==> config.mk <==
export PLATFORM = sky130hd
export DESIGN_NAME = player_bullet
export DESIGN_NICKNAME = d
export VERILOG_FILES = /design/src/rtl/player_bullet.sv
export SDC_FILE = /design/constraint.sdc
export NUM_CORES = 1
export LEC_CHECK = 0
export CAP_MARGIN = 5
export CORE_MARGIN = 2
export CORE_UTILIZATION = 49
export CTS_BUF_LIST = sky130_fd_sc_hd__clkbuf_8 sky130_fd_sc_hd__clkbuf_16
export DETAILED_ROUTE_END_ITERATION = 16
export GPL_ROUTABILITY_DRIVEN = 0
export PLACE_DENSITY_LB_ADDON = 0.25
export REMOVE_ABC_BUFFERS = 1
export SLEW_MARGIN = 20
export SYNTH_ARGS = -nofsm -noshare
export SYNTH_HDL_FRONTEND = slang
export SYNTH_SLANG_ARGS = --single-unit
==> constraint.sdc <==
create_clock -name frame_clk -period 1.84 [get_ports frame_clk]
set_clock_uncertainty 0.05 [all_clocks]
set_input_delay 0.368 -clock frame_clk [delete_from_list [all_inputs] [get_ports frame_clk]]
set_output_delay 0.368 -clock frame_clk [all_outputs]
set_load 0.01 [all_outputs]
==> src/rtl/player_bullet.sv <==
// player_bullet: spawns a single player bullet on a shoot press, moves it
// up one step per frame, and retires it on a hit or at the top edge.
//
// Ports
//   frame_clk     in   1   frame-rate clock, all state updates on posedge
//   Reset         in   1   asynchronous active-high reset
//   shoot_bullet  in   1   fire key level, only its rising edge fires
//   player_X      in  10   player X, sampled only at spawn
//   hit           in   1   active bullet struck a target this frame
//   bullet_X      out 10   bullet X (constant while flying)
//   bullet_Y      out 10   bullet Y
//   bullet_active out  1   bullet on screen (draw and collide)
//   fired         out  1   one-frame pulse on spawn
module player_bullet #(
   parameter logic [9:0] BULLET_Y_START  = 10'd440,
   parameter logic [9:0] BULLET_Y_MIN    = 10'd8,
   parameter logic [9:0] BULLET_Y_STEP   = 10'd4,
   parameter logic [9:0] BULLET_X_OFFSET = 10'd0,
   parameter logic [7:0] COOLDOWN_FRAMES = 8'd15
) (
   input  logic       frame_clk,
   input  logic       Reset,
   input  logic       shoot_bullet,
   input  logic [9:0] player_X,
   input  logic       hit,
   output logic [9:0] bullet_X,
   output logic [9:0] bullet_Y,
   output logic       bullet_active,
   output logic       fired
);

   typedef enum logic [1:0] {
      IDLE,
      FLYING,
      COOLDOWN
   } state_t;

   // Retire threshold widened by one bit so MIN+STEP cannot wrap.
   localparam logic [10:0] RETIRE_LIM =
      {1'b0, BULLET_Y_MIN} + {1'b0, BULLET_Y_STEP};

   state_t     state_q, state_d;
   logic [9:0] x_q, x_d;
   logic [9:0] y_q, y_d;
   logic       active_q, active_d;
   logic       fired_q, fired_d;
   logic       prev_q;
   logic [7:0] cd_q, cd_d;

   logic fire_req;
   logic at_top;

   // A held key fires once; prev tracks the key every frame in every state.
   assign fire_req = shoot_bullet & ~prev_q;
   assign at_top   = ({1'b0, y_q} < RETIRE_LIM);

   always_comb begin
      state_d  = state_q;
      x_d      = x_q;
      y_d      = y_q;
      active_d = active_q;
      fired_d  = 1'b0;
      cd_d     = cd_q;
      unique case (state_q)
         IDLE: begin
            active_d = 1'b0;
            if (fire_req) begin
               state_d  = FLYING;
               x_d      = player_X + BULLET_X_OFFSET;
               y_d      = BULLET_Y_START;
               active_d = 1'b1;
               fired_d  = 1'b1;
            end
         end
         FLYING: begin
            // Hit wins over the top edge; both give one retire and Y is held.
            if (hit || at_top) begin
               state_d  = COOLDOWN;
               active_d = 1'b0;
               cd_d     = COOLDOWN_FRAMES;
            end else begin
               y_d = y_q - BULLET_Y_STEP;
            end
         end
         COOLDOWN: begin
            active_d = 1'b0;
            if (cd_q == 8'd0) begin
               state_d = IDLE;
            end else begin
               cd_d = cd_q - 8'd1;
            end
         end
         default: begin
            state_d  = IDLE;
            active_d = 1'b0;
         end
      endcase
   end

   always_ff @(posedge frame_clk or posedge Reset) begin
      if (Reset) begin
         state_q  <= IDLE;
         x_q      <= 10'd0;
         y_q      <= BULLET_Y_START;
         active_q <= 1'b0;
         fired_q  <= 1'b0;
         prev_q   <= 1'b0;
         cd_q     <= 8'd0;
      end else begin
         state_q  <= state_d;
         x_q      <= x_d;
         y_q      <= y_d;
         active_q <= active_d;
         fired_q  <= fired_d;
         prev_q   <= shoot_bullet;
         cd_q     <= cd_d;
      end
   end

   assign bullet_X      = x_q;
   assign bullet_Y      = y_q;
   assign bullet_active = active_q;
   assign fired         = fired_q;

endmodule

==> results by stage <==
Synth:
- Among all flip-flop cells after synthesis, the most frequent one is sky130_fd_sc_hd__dfrtp_1.
- A synthesized cell averages 9.59 sq um.
- The number of synthesized register bits is 31.
- Of the post-synthesis cell area, the dominant cell type holds 43.2%.
- In this run, synthesis inferred 0 flip-flops with an integrated enable.
- The part of the Yosys area used for sequential elements is 52.0%.
- Summed over all instances, the cell type with the most area after synthesis is sky130_fd_sc_hd__dfrtp_1.
- In this run the cell area of the synthesized design comes to 1510 sq um.
- The count of distinct cell types in the synthesized netlist is 41.
- The cell with the most instances after synthesis is sky130_fd_sc_hd__nand2_1.
- The cell count after synthesis is 157.
- Of all flip-flops after synthesis, the portion carrying an async set or reset was 100%.
- The Yosys step of the flow raised 0 warnings.
- The commonest cells after synthesis are sky130_fd_sc_hd__nand2_1, sky130_fd_sc_hd__dfrtp_1, sky130_fd_sc_hd__nor2_1, sky130_fd_sc_hd__inv_1.
- Sorting the synthesized cells by area gives the leading types as sky130_fd_sc_hd__dfrtp_1, sky130_fd_sc_hd__nand2_1, sky130_fd_sc_hd__dfstp_2.

Cells and area:
- The synthesis-to-finish area growth is 34.7%.
- Measured on the finished design, the core utilization comes to 68.1%.
- Cells with a size suffix above 1 make up 14.9% of the layout.
- The sequential cell area is 782 sq um.
- Counting the fill cells in the layout gives 229.
- The total inserted antenna cells is 0.
- The number of nets at the end of the flow is 220.
- The area of the multi-input gates is 677 sq um.

Critical path:
- The data arrival at the endpoint of the critical path is 1.82 ns.
- The startpoint of the most critical setup path is cd_q[1]$_DFFE_PP0P_.
- The sort of element at the end of the critical path is a flop.
- The category of the worst setup path launch point is a flop.
- The capture point of the worst path is cd_q[2]$_DFFE_PP0P_.
- At the worst endpoint, the required time is 1.94 ns.
- In this run the critical register-to-register path is launched from cd_q[1]$_DFFE_PP0P_.
- The worst setup path is of the flop to flop kind.
- The register-to-register setup slack is 0.12 ns.
- The endpoint identified for the worst register-to-register timing path is cd_q[2]$_DFFE_PP0P_.
- The worst reg-to-reg path cell count is 6.
- In this run the worst path has a maximum fanout of 4.

Outcome:
- The run finished with clean final reports.

Global route:
- Global routing used 7.86% of the available met3 tracks.
- The combined global-route utilization of all metal layers is 22.1%.
- The global-route wire length before repair is 5760 microns.
- The most used routing layer is met2.
- The global-route track usage on met2 is 36.3%.
- Global routing consumed, on the met1 layer, 26.3% of the routing resources.
- The maximum number of pins on one net before global-route repair is 32.
- The total overflow left after global routing is 0.
- The number of global-route vias before repair was 1269.
- The number of antenna violations at the first check in global routing is 0.

Timing:
- The post-layout minimum cycle time is 1.72 ns.
- The number of max-slew violations in the final report was 0.
- Setup violations remaining at the end of the flow were counted as 0.
- The final clock period utilization by the worst path is 93.4%.
- The final worst-path setup slack is 0.121 ns.
- The hold violation count in the final report is 0.
- The maximum clock frequency is 0.582 GHz.

Detailed routing:
- The count of nets left with antenna violations once routing finished came out at 0.
- For this block, the initial DRC count from the detailed router was 77.
- Detailed routing inserted a total of 1244 vias.
- Dividing the detail-routed wire length by the instance count gives 14.1 microns.
- In the routed design, unresolved DRC markers number 0.
- After detailed routing, the total wire length is 3320 microns.
- The first-pass iteration count of the detailed router is 4.
- The routed via count divided by cell count is 5.29.

Min path:
- The type of the most critical hold path is input pin to async pin.

Clock network:
- The clock buffer count from CTS is 5.
- The total clock sinks is 31.
- TritonCTS built the clock tree.
- The clock tree root driver cell is sky130_fd_sc_hd__clkbuf_8.
- At the later pin of the worst-skew pair, clock insertion delay measures 0.28 ns.
- The clock passes through at most 2 buffers.
- CTS built an H-tree with a depth of 2.
- Clock-pin slew was measured on the worst setup and hold paths at 0.06 ns.

Floorplan:
- The die covers 3530 sq um.
- Once the floorplan was initialized, standard cells occupied 50.5% of the core.
- The die extent in x is 59.4 microns.
- The core region is 2980 sq um.
- The die extent in y is 59.4 microns.
- The floorplan has 20 rows.
- In this run the count of I/O pins placed on the die edge is 36.

Placement:
- Prior to clock tree synthesis, the placed netlist has a worst setup slack of -0.0803 ns.
- The half-perimeter wire length after detailed placement is 2320 microns.
- The count of buffers inserted at the top-level ports is 33.

Power and ir drop:
- Across the VDD grid, the largest voltage drop is 0.705 mV.
- Dividing total power by cell area gives a power density of 1300 nW/um^2.
- The cell leakage power is 0.918 nW.

Run:
- The number of maximum-capacitance violations is 0.
==> registers in the layout, summed over array words and instances (netlist names) <==
name and flops:
bullet_X 10, bullet_Y 8, bullet_active 1, cd_q 8, fired 1, prev_q 1, state_q 2
==> per-stage QoR <==
stage	setup TNS [ns]	power, mW	std cells	hold WS, ns	cell area, sq um
6_report	0	2.64	235	0.410	2030
5_1_grt	-0.00197	2.84	235	0.455	2030
4_1_cts	0	2.65	234	0.418	2000
3_5_place_dp	-0.431	2.09	227	0.415	1910
3_3_place_gp	-0.177	2.06	227	0.409	1910
2_1_floorplan	0	1.58	153	0.349	1480
==> cells in the final DEF (no fill, tap or decap), types with 2 or more instances in the layout <==
master	netlist	routed
sky130_fd_sc_hd__nand2_1	41	41
sky130_fd_sc_hd__clkdlybuf4s50_1	0	28
sky130_fd_sc_hd__dfrtp_1	26	26
sky130_fd_sc_hd__nor2_1	9	9
sky130_fd_sc_hd__buf_4	2	9
sky130_fd_sc_hd__inv_1	7	7
sky130_fd_sc_hd__clkbuf_8	0	6
sky130_fd_sc_hd__nor3_1	5	5
sky130_fd_sc_hd__a21oi_1	5	5
sky130_fd_sc_hd__dfstp_2	5	5
sky130_fd_sc_hd__dlymetal6s2s_1	0	5
sky130_fd_sc_hd__o21ai_0	4	4
sky130_fd_sc_hd__or3_1	4	4
sky130_fd_sc_hd__ha_1	4	4
sky130_fd_sc_hd__nand3_1	3	3
sky130_fd_sc_hd__o211ai_1	3	3
sky130_fd_sc_hd__xor2_1	3	3
sky130_fd_sc_hd__or2_2	2	2
sky130_fd_sc_hd__nand4_1	2	2
sky130_fd_sc_hd__or4_1	2	2
sky130_fd_sc_hd__or4b_1	2	2
sky130_fd_sc_hd__o21ai_1	2	2
sky130_fd_sc_hd__xnor2_1	2	2
sky130_fd_sc_hd__conb_1	1	2
==> worst max-delay path: stages (launching register included) <==
cell	delay [ns]
sky130_fd_sc_hd__dfrtp_1	0.41
sky130_fd_sc_hd__inv_1	0.10
sky130_fd_sc_hd__ha_1	0.17
sky130_fd_sc_hd__or3b_4	0.41
sky130_fd_sc_hd__o211a_1	0.25
sky130_fd_sc_hd__xnor2_1	0.13
sky130_fd_sc_hd__nand2_1	0.07
==> worst min path at each step <==
| stage | start | to | slack (ns) | depth (start not counted) |
|---|---|---|---|---|
| after floorplan | shoot_bullet | prev_q$_DFF_PP0_ | 0.35 | 0 |
| after global placement | bullet_X[5]$_DFFE_PP0P_ | bullet_X[5]$_DFFE_PP0P_ | 0.41 | 2 |
| after detailed placement | bullet_X[1]$_DFFE_PP0P_ | bullet_X[1]$_DFFE_PP0P_ | 0.41 | 2 |
| after CTS | Reset | bullet_Y[9]$_DFFE_PP0P_ | 0.42 | 3 |
| after global routing | bullet_X[7]$_DFFE_PP0P_ | bullet_X[7]$_DFFE_PP0P_ | 0.46 | 2 |
| final | Reset | bullet_Y[9]$_DFFE_PP0P_ | 0.41 | 3 |
==> where the power goes <==
part / internal, mW / total, mW / switching [mW]
sequential: 0.918 / 1.10 / 0.186
clock: 0.293 / 0.528 / 0.235
combinational: 0.518 / 1.01 / 0.490
total: 1.73 / 2.64 / 0.911
==> cell families (layout without fill, tap and decap cells) <==
| logic type | count (synthesis) | count (layout) | share of synthesized area [%] |
|---|---|---|---|
| other | 1 | 2 | 0.249 |
| adders and majority gates | 4 | 4 | 3.33 |
| buffers and inverters | 13 | 57 | 3.99 |
| and+or+nand+nor | 78 | 78 | 25.9 |
| DFF | 31 | 31 | 52.0 |
| xor gates and xnor gates | 5 | 5 | 2.91 |
| muxes | 1 | 1 | 0.665 |
| AOI/OAI and AO/OA | 24 | 24 | 11.0 |
==> repair_timing <==
action | CTS | global route
buffers inserted | 0 | 1
hold buffers | 0 | 0
setup endpoints to repair | 0 | 12
resized for setup | 0 | 7
==> area by class of cell <==
class	count	share of cell area (%)
flip-flops and latches	31	38.6
multi-input cells	114	33.4
repair buffers	42	20.2
clock buffers	6	4.07
well taps	33	2.04
inverters	8	1.48
clock inverters	1	0.247
==> metal layers <==
layer	vias to the layer above	routed length (microns)
met5	-	0
met4	0	60
met3	7	150
met2	28	1700
met1	589	1410
li1	620	-
(Power assumes the default switching activity.)
==> edit 1 (same settings) <==
Make the reset (`Reset`) synchronous in one clocked block. Comments in the files are not updated.
--- a/src/rtl/player_bullet.sv
+++ b/src/rtl/player_bullet.sv
@@ -99,3 +99,3 @@
 
-   always_ff @(posedge frame_clk or posedge Reset) begin
+   always_ff @(posedge frame_clk) begin
       if (Reset) begin
Function: differs if Reset is asserted again (counterexample within 4 cycles, from zero or initial values and one cycle with Reset high); with Reset held inactive, the same outputs for 10 cycles.
==> edit 1 against the unedited design <==
- routed wire length fell by 3.5%
- non-clock buffer count rose by 5
- final area fell by 2.0%
- synthesized area fell by 5.6%
- setup slack got worse by 0.055 ns
- register-to-register slack got worse by 0.03 ns
- sequential cell count did not move
- utilization rose by 3.9 points
Power is not compared: it rests on default switching activity, and its combinational part moved more than twofold at a synthesized area within 25%.
==> edit 1: results (changes against the unedited design) <==
| Metric | Value |
|---|---|
| Crit path max-delay family | `buffers and inverters` |
| R2r startpoint | `cd_q[0]` |
| Xor/xnor share of the synthesized area | `0.03081 (+0.001716)` |
| Post-synthesis async set-or-reset flop share | `0 (-1.000)` |
| Mux contribution to synthesized area | `0.01408 (+0.007434)` |
| Number of non-filler instances in the completed layout | `238 (+1.3%)` |
| CP Max Fanout | `5 (+1)` |
| Largest cells by area after synthesis | `dfxtp_1, a21oi_1, nand2_1, ha_1, nor2_1` |
| Main flop type after synthesis | `dfxtp_1` |
| Share of the synthesized area in compound gates (AO/OA/AOI/OAI) | `0.1673 (+0.05753)` |
| Fraction of layout instances using a drive strength above 1 | `0.1739 (+0.02540)` |
| Worst hold-check path type | `register to register` |
| Largest stage delay, worst path | `0.60 ns (+0.19 ns)` |
| Wire length on met3 | `170 um (+13%)` |
| Adder and majority gate portion of the synthesized area | `0.03521 (+0.001961)` |
| Total routing resource utilization after global routing | `0.2162 (-0.004530)` |
| Synth unique cells | `47 (+15%)` |
| Routed wire length | `3.203 mm (-3.5%)` |
| Status | `complete, no violations` |
| Worst path required time | `1.42 ns (-0.52 ns)` |
| Capturing element of the worst setup path | `bullet_Y[6]` |
| Placement Cell Area | `0.001853 mm2 (-3.0%)` |
| Master of the slowest instance on the critical path | `clkdlybuf4s50_1` |
| Fraction of the yosys area taken by sequential cells | `0.4366 (-0.08291)` |
| Detailed Route Iter0 Violations | `26 (-66%)` |
| Inst Count DP | `230 (+1.3%)` |
| Avg Inst Size Synth | `8.884 um2 (-7.3%)` |
| Total met2 wirelength after detailed routing | `1.632 mm (-3.9%)` |
| Flop-to-flop setup slack | `0.09 ns (-0.03 ns)` |
| Detailed placement HPWL | `2.456 mm (+5.7%)` |
| Met2 track utilization from global routing | `0.3620 (-0.0006244)` |
| Largest net degree at the start of global routing | `12 (-63%)` |
| Post-CTS resize count | `1 (+1)` |
| Number of nets at the end of the flow | `224 (+1.8%)` |
| Detail-routed via count per cell | `5.382 (+1.7%)` |
## edit 1: cell count changes in the layout (fill, tap and decap cells not counted), moves of 15 or more
cell     unedited run  this run
dfxtp_1             0        28
a21oi_1             5        20
nand2_1            41        24
dfrtp_1            26         0
## edit 1: kinds of logic (layout without fill, tap and decap cells)
logic type,count (synthesis),in the layout
AOI/OAI and AO/OA,36,36
xor gates and xnor gates,5,5
adders and majority gates,4,4
buffers and inverters,16,62
DFF,31,31
muxes,2,2
other,1,2
and+or+nand+nor,65,65
## edit 1: through the flow
stage	hold WS [ns]	util	setup slack, ns
after floorplan	0.3871	-	-0.01950
after global placement	0.3902	0.6720	-0.1097
after detailed placement	0.3980	0.6720	-0.1396
after CTS	0.4083	0.7087	0.03703
after global routing	0.4327	0.7205	0.0008251
final	0.4085	0.7205	0.06592
## edit 1: worst min path at each step
| stage | cells past startpoint | startpoint | end | slack [ns] |
|---|---|---|---|---|
| finish | 2 | bullet_X[8] | bullet_X[8] | 0.41 |
| global route | 2 | bullet_X[7] | bullet_X[7] | 0.43 |
| CTS | 2 | bullet_X[8] | bullet_X[8] | 0.41 |
| detailed placement | 2 | bullet_X[8] | bullet_X[8] | 0.40 |
| global placement | 2 | bullet_X[1] | bullet_X[1] | 0.39 |
| floorplan | 1 | Reset | bullet_X[0] | 0.39 |
## edit 1: cell type report
cell class / instances / area, um2 / share of cell area
Clock buffer: 7 / 96.34 / 0.04849
Multi-Input combinational cell: 114 / 762.0 / 0.3835
Timing Repair Buffer: 47 / 435.4 / 0.2191
Tap cell: 31 / 38.79 / 0.01952
Sequential cell: 31 / 624.3 / 0.3142
Clock inverter: 1 / 3.754 / 0.001889
Inverter: 7 / 26.28 / 0.01322
==> edit 2 (config.mk and constraints unchanged) <==
Made on the original files. The parameter `BULLET_Y_START` goes from 10'd440 to 10'd256.
--- a/src/rtl/player_bullet.sv
+++ b/src/rtl/player_bullet.sv
@@ -14,3 +14,3 @@
 module player_bullet #(
-   parameter logic [9:0] BULLET_Y_START  = 10'd440,
+   parameter logic [9:0] BULLET_Y_START  = 10'd256,
    parameter logic [9:0] BULLET_Y_MIN    = 10'd8,
Function: changed (a bounded check fails within 4 cycles, from zero or initial values and one cycle with Reset high).
==> edit 2 against the unedited design <==
- first-iteration DRC count fell by 66%
- global-route usage fell by 1.8 points
- sequential cell count did not move
- final area rose by 0.43%
- combinational power rose by 47%
- count of clock-buffer cells in the layout rose by 1
- highest routed layer unchanged
- total power rose by 25%
- routed wire length fell by 7.5%
- via count fell by 0.56%
- setup slack got worse by 0.017 ns
- die area fell by 0.17%
- synthesized area fell by 0.17%
==> edit 2: results (changes against the unedited design) <==
| Metric | Value |
|---|---|
| Worst hold-check path type | `primary input to asynchronous set/reset pin` |
| H-tree Lvls | `2 (unchanged)` |
| Multi-input gate area in the final layout | `680.7 um2 (+0.55%)` |
| Fraction of the yosys area taken by sequential cells | `0.5171 (-0.002465)` |
| Share of total power consumed by net switching | `0.3596 (+0.01444)` |
| Number of instances in the synthesized netlist | `152 (-3.2%)` |
| Final clock-cell share | `0.04914 (+0.005957)` |
| Multi-input combinational cell count | `110 (-3.5%)` |
| Met2 track utilization from global routing | `0.3155 (-0.04710)` |
| Detailed Route Iter0 Violations | `26 (-66%)` |
| Reported leakage power | `0.9618 nW (+4.8%)` |
| Wire length on met3 | `159 um (+6.0%)` |
| Worst VDD drop | `1048 uV (+49%)` |
| Total routing resource utilization after global routing | `0.2026 (-0.01811)` |
| Largest cells by area after synthesis | `dfrtp_1, nand2_1, ha_1, nor2_1, o211ai_1` |
| Number of nets at the end of the flow | `217 (-1.4%)` |
| Largest stage delay, worst path | `0.54 ns (+0.13 ns)` |
| Detail-routed via count per cell | `5.309 (+0.29%)` |
| Top cells by count, synth | `nand2_1, dfrtp_1, nor2_1` |
| Plain + repair buffers | `44 (+4.8%)` |
| Cts bufs inserted | `5 (unchanged)` |
| Routed length per placed instance | `13.18 um (-6.7%)` |
| Non-clock buffering overhead in the final layout | `0.2021 (-0.0002550)` |
| Cell at the root of the clock tree | `clkbuf_8` |
| Length of routed wiring on met1 | `1.351 mm (-4.0%)` |
| Diodes inserted | `0 (unchanged)` |
| Max Buffers Root-to-Sink | `2 (unchanged)` |
| CLK BUF | `7 (+1)` |
| Final setup violating endpoints | `0 (unchanged)` |
| CP Max Fanout | `5 (+1)` |
| Setup WS pre-CTS | `-0.1602 ns (-0.07996 ns)` |
| Detailed placement HPWL | `2.208 mm (-5.0%)` |
| Global routing usage on met3 | `0.06987 (-0.008734)` |
| Inverter count | `7 (-1)` |
| Number of warning messages in the yosys log | `0 (unchanged)` |
| Synth unique cells | `40 (-2.4%)` |
| Layout filler cell count | `214 (-6.6%)` |
| Critical path data arrival time | `1.32 ns (-0.50 ns)` |
| Master of the slowest instance on the critical path | `clkdlybuf4s50_1` |
| Post-CTS clock slew at the launch and capture registers of the worst setup and hold paths | `0.06 ns (about the same)` |
| Register area | `777.0 um2 (-0.64%)` |
| Total met2 wirelength after detailed routing | `1.519 mm (-11%)` |
| Status | `complete, no violations` |
| Number of non-filler instances in the completed layout | `233 (-0.85%)` |
| Crit path max-delay family | `buffers and inverters` |
| Antenna violations before repair | `0 (unchanged)` |
| Number of flip-flops and latches | `31 (unchanged)` |
| Largest net degree at the start of global routing | `32 (unchanged)` |
| M1 GR Usage | `0.2507 (-0.01215)` |
| Via count of the first global-routing pass | `1,153 (-9.1%)` |
| Global-route wire length before repair | `5.175 mm (-10%)` |
| Fraction of layout instances using a drive strength above 1 | `0.1650 (+0.01649)` |
-- edit 2: changes by cell type after synthesis, moves of 3 or more --
cell,before,now
dfrtp_1,26,30
dfstp_2,5,1
nand2b_1,0,3
or3_1,4,1
-- edit 2: what timing repair did --
action / 4_1_cts / 5_1_grt
pin swaps: 0 / 2
resized for setup: 1 / 3
buffers inserted: 0 / 2
endpoints found under the setup margin: 1 / 4
-- edit 2: power groups by stage --
stage                     sequential (mW)  combinational [mW]  clock [mW]
final                                1.24                1.48       0.572
after global routing                 1.29                1.64       0.626
after CTS                            1.23                1.45       0.597
after detailed placement             1.24                1.45           0
after global placement               1.23                1.41           0
after floorplan                      1.29               0.708           0
-- edit 2: cells by family after synthesis --
kind of cell | count (synthesis) | share of synthesized area
buffers and inverters | 12 | 0.03580
AOI/OAI and AO/OA | 22 | 0.1157
other | 1 | 0.002496
and+or+nand+nor | 74 | 0.2423
muxes | 4 | 0.02997
xor gates and xnor gates | 4 | 0.02331
DFF | 31 | 0.5171
adders and majority gates | 4 | 0.03331
-- edit 2: metrics by stage --
stage / power, mW / cell area [um2]
CTS: 3.280 / 2017
global placement: 2.643 / 1918
global route: 3.551 / 2037
detailed placement: 2.687 / 1918
finish: 3.293 / 2037
floorplan: 2.002 / 1479
-- edit 2: final timing paths --
kind                             startpoint     endpoint  slack (ns)  cells after the start
worst max-delay path            bullet_Y[2]  bullet_Y[2]        0.10                      2
worst min-delay path                  Reset  bullet_X[2]        0.42                      3
worst max register to register      cd_q[1]      cd_q[0]        0.11                      6
worst min register to register  bullet_X[1]  bullet_X[1]        0.43                      2
max in group asynchronous             Reset  bullet_Y[8]        1.00                      3
min in group frame_clk          bullet_X[1]  bullet_X[1]        0.43                      2
